--- src/rtl/clk_div_ctrl.sv ---
// Run-time clock divider: produces a divided clock and a per-period tick, and swaps in
// new divide factors only on period boundaries so the output never shows a runt pulse.
module clk_div_ctrl #(
    parameter int WIDTH          = 32,
    parameter int DEFAULT_FACTOR = 100,
    parameter int MIN_FACTOR     = 2
) (
    input  logic             clkIn,
    input  logic             reset,
    input  logic             enable,
    input  logic [WIDTH-1:0] cfgFactor,
    input  logic             cfgValid,
    output logic             cfgReady,
    output logic             cfgError,
    output logic [WIDTH-1:0] activeFactor,
    output logic             clkOut,
    output logic             tick,
    output logic             busy
);

    localparam logic [WIDTH-1:0] DEFAULT_F = WIDTH'(DEFAULT_FACTOR);
    localparam logic [WIDTH-1:0] MIN_F     = WIDTH'(MIN_FACTOR);

    typedef enum logic [1:0] {
        IDLE = 2'd0,
        RUN  = 2'd1,
        PEND = 2'd2
    } stateT;

    stateT            state;
    stateT            nextState;
    logic [WIDTH-1:0] counter;
    logic [WIDTH-1:0] pendFactor;
    logic             stopReq;

    logic             transfer;
    logic             badReq;
    logic             goodReq;
    logic             boundary;

    assign transfer = cfgValid && cfgReady;
    assign badReq   = transfer && (cfgFactor < MIN_F);
    assign goodReq  = transfer && !badReq;
    assign boundary = (state != IDLE) && (counter == activeFactor - WIDTH'(1));

    always_ff @(posedge clkIn) begin
        if (reset) begin
            state <= IDLE;
        end else begin
            state <= nextState;
        end
    end

    // A request landing on a stopping boundary still goes idle; the factor is applied there.
    always_comb begin
        nextState = state;
        case (state)
            IDLE: begin
                if (!transfer && enable) begin
                    nextState = RUN;
                end
            end
            RUN: begin
                if (boundary && stopReq) begin
                    nextState = IDLE;
                end else if (goodReq) begin
                    nextState = PEND;
                end
            end
            PEND: begin
                if (boundary) begin
                    nextState = stopReq ? IDLE : RUN;
                end
            end
            default: nextState = IDLE;
        endcase
    end

    always_ff @(posedge clkIn) begin
        if (reset) begin
            counter      <= '0;
            activeFactor <= DEFAULT_F;
            pendFactor   <= '0;
            cfgError     <= 1'b0;
            stopReq      <= 1'b0;
        end else begin
            cfgError <= badReq;
            stopReq  <= (nextState != IDLE) && !enable;

            if (state == IDLE || boundary) begin
                counter <= '0;
            end else begin
                counter <= counter + WIDTH'(1);
            end

            if (state == RUN && goodReq) begin
                pendFactor <= cfgFactor;
            end

            if (state == IDLE && goodReq) begin
                activeFactor <= cfgFactor;
            end else if (state == PEND && boundary) begin
                activeFactor <= pendFactor;
            end else if (state == RUN && goodReq && boundary && stopReq) begin
                activeFactor <= cfgFactor;
            end
        end
    end

    // The low phase is floor(F/2) cycles, so odd factors spend the extra cycle high.
    always_comb begin
        busy     = (state != IDLE);
        cfgReady = (state != PEND);
        clkOut   = busy && (counter >= (activeFactor >> 1));
        tick     = boundary;
    end

endmodule

--- config.mk ---
export PLATFORM = sky130hd
export DESIGN_NAME = clk_div_ctrl
export DESIGN_NICKNAME = d
export VERILOG_FILES = /design/src/rtl/clk_div_ctrl.sv
export SDC_FILE = /design/constraint.sdc
export NUM_CORES = 1
export LEC_CHECK = 0
export CAP_MARGIN = 0
export CORE_MARGIN = 2
export CORE_UTILIZATION = 38
export CTS_BUF_LIST = sky130_fd_sc_hd__clkbuf_16
export CTS_CLUSTER_DIAMETER = 60
export DETAILED_ROUTE_END_ITERATION = 10
export GPL_ROUTABILITY_DRIVEN = 0
export GPL_TIMING_DRIVEN = 0
export PLACE_DENSITY = 0.57
export SYNTH_ARGS = -nofsm -noshare
export SYNTH_HDL_FRONTEND = slang
export SYNTH_SLANG_ARGS = --single-unit
--- constraint.sdc ---
create_clock -name clkIn -period 7.1 [get_ports clkIn]
set_input_delay 1.775 -clock clkIn [delete_from_list [all_inputs] [get_ports clkIn]]
set_output_delay 1.775 -clock clkIn [all_outputs]
set_load 0.05 [all_outputs]
==> results.json, run 1 <==
{
  "status": "complete, no violations",
  "drc_errors": 0,
  "cts-root-buf": "clkbuf_16",
  "synth-edff-count": 0,
  "vias": 7377,
  "io_pins": 73,
  "powerDensity_nw_per_um2": 185,
  "finalSetupViolCount": 0,
  "wire_per_inst_microns": 19.7,
  "drive_above_1_share_pct": 5.31,
  "cts.reportedPaths.clkPinSlew_ns": 0.08,
  "holdCritStartpoint": "pendFactor[23]",
  "cts_buffer_depth": 2,
  "pwr-share-comb_pct": 29.1,
  "ir_drop_mv": 0.123,
  "hold_path_depth": 2,
  "synth_commonest_cells": "nand2_1 (126), dfxtp_1 (100), nor2_1 (92), clkbuf_1 (61), nand4_1 (54)",
  "power.leakage_nw": 3.01,
  "ctsHoldBuffers": 0,
  "max_freq_mhz": 161,
  "syn-instance-count": 948,
  "cts_setup_buffers": 0,
  "cp-start-kind": "flop",
  "path_cells": "inv_1, ha_1, nor3b_2, nand4_2, or4_1, a21oi_1, nand4_1, nor4_1, and4_1, clkdlybuf4s50_1",
  "path_buf_inv": 2,
  "cpMaxStageDelayCell": "clkdlybuf4s50_1",
  "synth_top_area_share_pct": 27.8,
  "drv_cap": 0,
  "yosysWarnings": 0,
  "seq_power_share_pct": 39.2,
  "finalMaxSlewViolations": 0,
  "drtIter0Drc": 679,
  "dieArea_sq_um": 20100,
  "fin_skew_ns": 0.00961,
  "critPathMaxFanout": 8,
  "yosys_register_bits": 100,
  "arrival_ns": 4.42,
  "die_x_microns": 142,
  "diodes": 0,
  "finalNetCount": 1100,
  "final_cells": 1270,
  "hold_violations": 0,
  "worstSetupPathType": "reg -> out",
  "dp_hpwl_mm": 19.4,
  "placed_cells": 1254,
  "portBuffers": 72,
  "final_core_util_pct": 45.6,
  "viasPerCell": 5.81,
  "cts.sinks": 100,
  "cts_buffers": 9,
  "dieHeight_microns": 142,
  "grt-ovfl-total": 0,
  "nFillCells": 1952,
  "critPathTopFamily": "simple AND/OR/NAND/NOR gates",
  "start_util_pct": 38.6,
  "layout_min_cycle_time_ns": 6.20,
  "path_depth": 10,
  "grt_pass1_vias": 6776,
  "clock_latency_ns": 0.37,
  "internal_power_mw": 0.997,
  "cts_tree": "done",
  "synth.cell_area_sq_um": 7200,
  "antenna_left": 0,
  "cpPeakStageDelay_ns": 0.81,
  "row_count": 50,
  "grtUsageTotal_pct": 24.8,
  "switching_share_pct": 36.6,
  "setup-tns-final_ns": 0,
  "worst_pin_slew_ns": 0.641,
  "holdWs_ns": 0.458,
  "cp.required_ns": 5.33,
  "crit_start": "activeFactor[0]",
  "worstRegToRegCells": 13,
  "relSlewSlack_pct": 57.1,
  "ys_seq_area_share_pct": 27.8,
  "async_reset_ff_share_pct": 0,
  "routed_wl_mm": 25.0,
  "r2r_start": "activeFactor[0]",
  "grt_pass1_wl_mm": 38.7,
  "area_growth_pct": 18.0,
  "rsz0062_at_grt": "no",
  "rrSetupSlack_ns": 2.62,
  "synth-main-ff-cell": "dfxtp_1",
  "drtPass1Iterations": 6,
  "synthTopCellsByArea": "dfxtp_1 (28%), nand2_1 (6.6%), ha_1 (5.7%), nor2_1 (4.8%), nand4_1 (4.7%)",
  "grt_start_max_net_pins": 19,
  "core_sq_um": 18600,
  "p_sw_mw": 0.575,
  "hold_class": "reg -> reg",
  "ctsHtreeMaxLevel": 3,
  "cts_resized": 0,
  "antenna_found_initial": 0,
  "yosysTopAreaCell": "dfxtp_1",
  "fin_crit_sh_pct": 87.3,
  "yosys.cell_types.count": 61,
  "end_kind": "output port",
  "postSynthAreaPerCell_sq_um": 7.59,
  "yosysMostFrequentCell": "nand2_1",
  "p_clk_share_pct": 31.7,
  "syn-num-nets": 1017
}
-- routing by layer --
metal	share of wire, %	vias to the layer above	global-route usage (%)
li1	-	3607	-
met1	48	3489	35.7
met2	46	252	39.3
met3	4.6	29	2.67
met4	1.7	0	7.42
met5	0	-	0
-- sequential cells by signal (all words and copies together), names as in the netlist --
| register | count |
|---|---|
| counter | 32 |
| state | 2 |
| stopReq | 1 |
| cfgError | 1 |
| pendFactor | 32 |
| activeFactor | 32 |
-- per-stage QoR --
step           total power, mW  setup slack [ns]  cell area, sq um
4_1_cts                   1.57             0.940              8490
5_1_grt                   1.64             0.734              8490
6_report                  1.57             0.902              8490
3_3_place_gp              1.08              1.35              8210
3_5_place_dp              1.08              1.34              8210
2_1_floorplan            0.924              2.10              7200
-- power groups by stage --
stage	sequential, mW	combinational (mW)	clock [mW]
6_report	0.616	0.457	0.498
3_3_place_gp	0.629	0.450	0
3_5_place_dp	0.629	0.450	0
4_1_cts	0.615	0.452	0.505
5_1_grt	0.619	0.491	0.527
2_1_floorplan	0.672	0.252	0
-- final timing paths --
path / end
hold / removal: pendFactor[23]
setup reg to reg: counter[29]
hold reg to reg: pendFactor[23]
setup / recovery: tick
-- cell families after synthesis --
family | Yosys count | share of synthesized area (%)
simple gates | 425 | 30.5
flops | 100 | 27.8
buf+inv | 123 | 7.34
xor+xnor | 68 | 8.28
fa+ha+maj | 33 | 5.74
compound gates | 199 | 20.3
-- worst min-delay path, cell delays in order (launching register included) --
cell     delay (ns)
dfxtp_1        0.31
nand2_1        0.05
a21oi_1        0.05
-- cells in the final DEF, fill, tap and decap left out, drive strengths merged, types with 3 or more instances in the layout --
master / n
ha: 33
o211ai: 31
nand2: 126
or3b: 3
o21ai: 6
nor2b: 5
or3: 6
nor4: 19
nand2b: 7
a21o: 12
a211oi: 3
nor3: 24
nor3b: 34
clkbuf: 70
and4: 4
nor2: 92
nand4: 55
dfxtp: 100
a22o: 29
a21oi: 52
a31oi: 3
nand3: 19
xnor2: 34
xor2: 34
clkdlybuf4s50: 72
a221oi: 35
o211a: 3
inv: 42
or2: 4
buf: 23
and3: 11
o22ai: 3
or4: 10
a2111oi: 3
-- layout make-up --
cell class / count / area (sq um) / area share, %
repair buffers: 72 / 721 / 8.49
well taps: 234 / 293 / 3.45
clock inverters: 7 / 57.6 / 0.678
inverters: 39 / 146 / 1.72
flip-flops and latches: 100 / 2000 / 23.6
clock buffers: 9 / 225 / 2.65
plain buffers: 84 / 382 / 4.49
multi-input cells: 725 / 4670 / 54.9
Power figures use the tool's default switching activity.
==> run 2, diff against run 1 <==
--- a/config.mk
+++ b/config.mk
@@ -7,13 +7,13 @@
 export LEC_CHECK = 0
 export CAP_MARGIN = 0
 export CORE_MARGIN = 2
-export CORE_UTILIZATION = 38
+export CORE_UTILIZATION = 40
 export CTS_BUF_LIST = sky130_fd_sc_hd__clkbuf_16
 export CTS_CLUSTER_DIAMETER = 60
 export DETAILED_ROUTE_END_ITERATION = 10
 export GPL_ROUTABILITY_DRIVEN = 0
 export GPL_TIMING_DRIVEN = 0
-export PLACE_DENSITY = 0.57
+export PLACE_DENSITY = 0.6
 export SYNTH_ARGS = -nofsm -noshare
 export SYNTH_HDL_FRONTEND = slang
 export SYNTH_SLANG_ARGS = --single-unit
==> results.json, run 2 (synthesized netlist as in run 1, its figures left out) <==
{
  "arrival_ns": 4.40,
  "finalNetCount": 1100,
  "hold_class": "reg -> reg",
  "grt_pass1_wl_mm": 38.9,
  "seq_power_share_pct": 39.2,
  "cts-root-buf": "clkbuf_16",
  "holdWs_ns": 0.459,
  "cts_tree": "done",
  "hold_violations": 0,
  "dieArea_sq_um": 19100,
  "die_x_microns": 138,
  "switching_share_pct": 36.5,
  "p_sw_mw": 0.573,
  "ir_drop_mv": 0.122,
  "dp_hpwl_mm": 19.1,
  "ctsHoldBuffers": 0,
  "cts_setup_buffers": 0,
  "grt-ovfl-total": 0,
  "portBuffers": 72,
  "final_common_cell": "nand2_1",
  "cpPeakStageDelay_ns": 0.81,
  "max_freq_mhz": 162,
  "cpMaxStageDelayCell": "clkdlybuf4s50_1",
  "powerDensity_nw_per_um2": 185,
  "multi_input_area_sq_um": 4670,
  "grt_start_max_net_pins": 19,
  "io_pins": 73,
  "p_clk_share_pct": 31.7,
  "relSlewSlack_pct": 55.8,
  "clock_latency_ns": 0.37,
  "end_kind": "output port",
  "vias": 7382,
  "antenna_found_initial": 0,
  "cp-start-kind": "flop",
  "path_buf_inv": 2,
  "internal_power_mw": 0.997,
  "register_area_sq_um": 2000,
  "cts_buffers": 9,
  "finalMaxSlewViolations": 0,
  "grtUsageTotal_pct": 25.5,
  "grt_pass1_vias": 6866,
  "layout_min_cycle_time_ns": 6.18,
  "cts.reportedPaths.clkPinSlew_ns": 0.08,
  "setup-tns-final_ns": 0,
  "cp.required_ns": 5.33,
  "cts_resized": 0,
  "nFillCells": 1832,
  "fin_crit_sh_pct": 87.0,
  "dieHeight_microns": 138,
  "drtIter0Drc": 618,
  "pwr-share-comb_pct": 29.1,
  "finalSetupViolCount": 0,
  "worstSetupPathType": "reg -> out",
  "path_cells": "inv_1, ha_1, nor3b_2, nand4_2, or4_1, a21oi_1, nand4_1, nor4_1, and4_1, clkdlybuf4s50_1",
  "status": "complete, no violations",
  "start_util_pct": 40.5,
  "drc_errors": 0,
  "diodes": 0,
  "critPathMaxFanout": 8,
  "drv_cap": 0,
  "reg_top3": "activeFactor (32), counter (32), pendFactor (32)",
  "cts.sinks": 100,
  "layout_common_cells": "nand2_1 (126), dfxtp_1 (100), nor2_1 (92), clkdlybuf4s50_1 (72), clkbuf_1 (61)",
  "cts_buffer_depth": 2,
  "ctsHtreeMaxLevel": 3,
  "core_sq_um": 17800,
  "drive_above_1_share_pct": 5.22,
  "power.leakage_nw": 3.01,
  "worst_pin_slew_ns": 0.663,
  "viasPerCell": 5.84,
  "row_count": 49,
  "routed_wl_mm": 24.7,
  "wire_per_inst_microns": 19.6,
  "rsz0062_at_grt": "no",
  "antenna_left": 0,
  "area_growth_pct": 17.9,
  "critPathTopFamily": "simple AND/OR/NAND/NOR gates",
  "drtPass1Iterations": 5,
  "fin_skew_ns": 0.0132
}
-- run 2: cell count changes in the layout (fill, tap and decap cells not counted), sizes merged --
cell      previous run  this run
clkinvlp             2         1
-- run 2: path summary, 6_finish.rpt --
path	startpoint	cells after the start	endpoint	slack [ns]
worst min-delay path	pendFactor[17]	2	pendFactor[17]	0.46
worst max-delay path	activeFactor[0]	10	tick	0.92
worst min register to register	pendFactor[17]	2	pendFactor[17]	0.46
worst max register to register	activeFactor[0]	13	counter[25]	2.73
-- run 2: layout make-up --
cell class | count | share of cell area [%]
Timing Repair Buffer | 72 | 8.49
Clock buffer | 9 | 2.65
Sequential cell | 100 | 23.6
Multi-Input combinational cell | 725 | 55.0
Buffer | 84 | 4.50
Tap cell | 229 | 3.38
Inverter | 39 | 1.73
Clock inverter | 6 | 0.664
-- run 2: per-stage QoR --
stage	area, sq um	cells	utilization, %	power, mW	setup slack [ns]
final	8480	1264	47.7	1.57	0.921
after global routing	8480	1264	47.7	1.64	0.750
after CTS	8480	1264	47.7	1.58	0.960
after detailed placement	8200	1249	46.1	1.08	1.36
after global placement	8200	1249	46.1	1.08	1.36
after floorplan	7200	948	-	0.924	2.10
-- run 2: tightest hold or removal path: cells and delay by family (launching register included) --
| family | cells | cell delay, ns |
|---|---|---|
| flops | 1 | 0.31 |
| simple gates | 1 | 0.05 |
| compound gates | 1 | 0.05 |
-- run 2: metal layers --
metal / share of wire, % / vias up / track usage, %
met5: 0 / - / 0
met4: 3.0 / 0 / 9.99
met3: 6.3 / 42 / 3.46
met2: 45 / 286 / 39.7
met1: 46 / 3449 / 35.9
li1: - / 3605 / -
-- run 2: power groups by stage --
stage | sequential, mW | combinational [mW] | clock [mW]
after floorplan | 0.672 | 0.252 | 0
after global placement | 0.629 | 0.448 | 0
after detailed placement | 0.629 | 0.449 | 0
after CTS | 0.615 | 0.452 | 0.510
after global routing | 0.619 | 0.494 | 0.525
final | 0.616 | 0.457 | 0.497
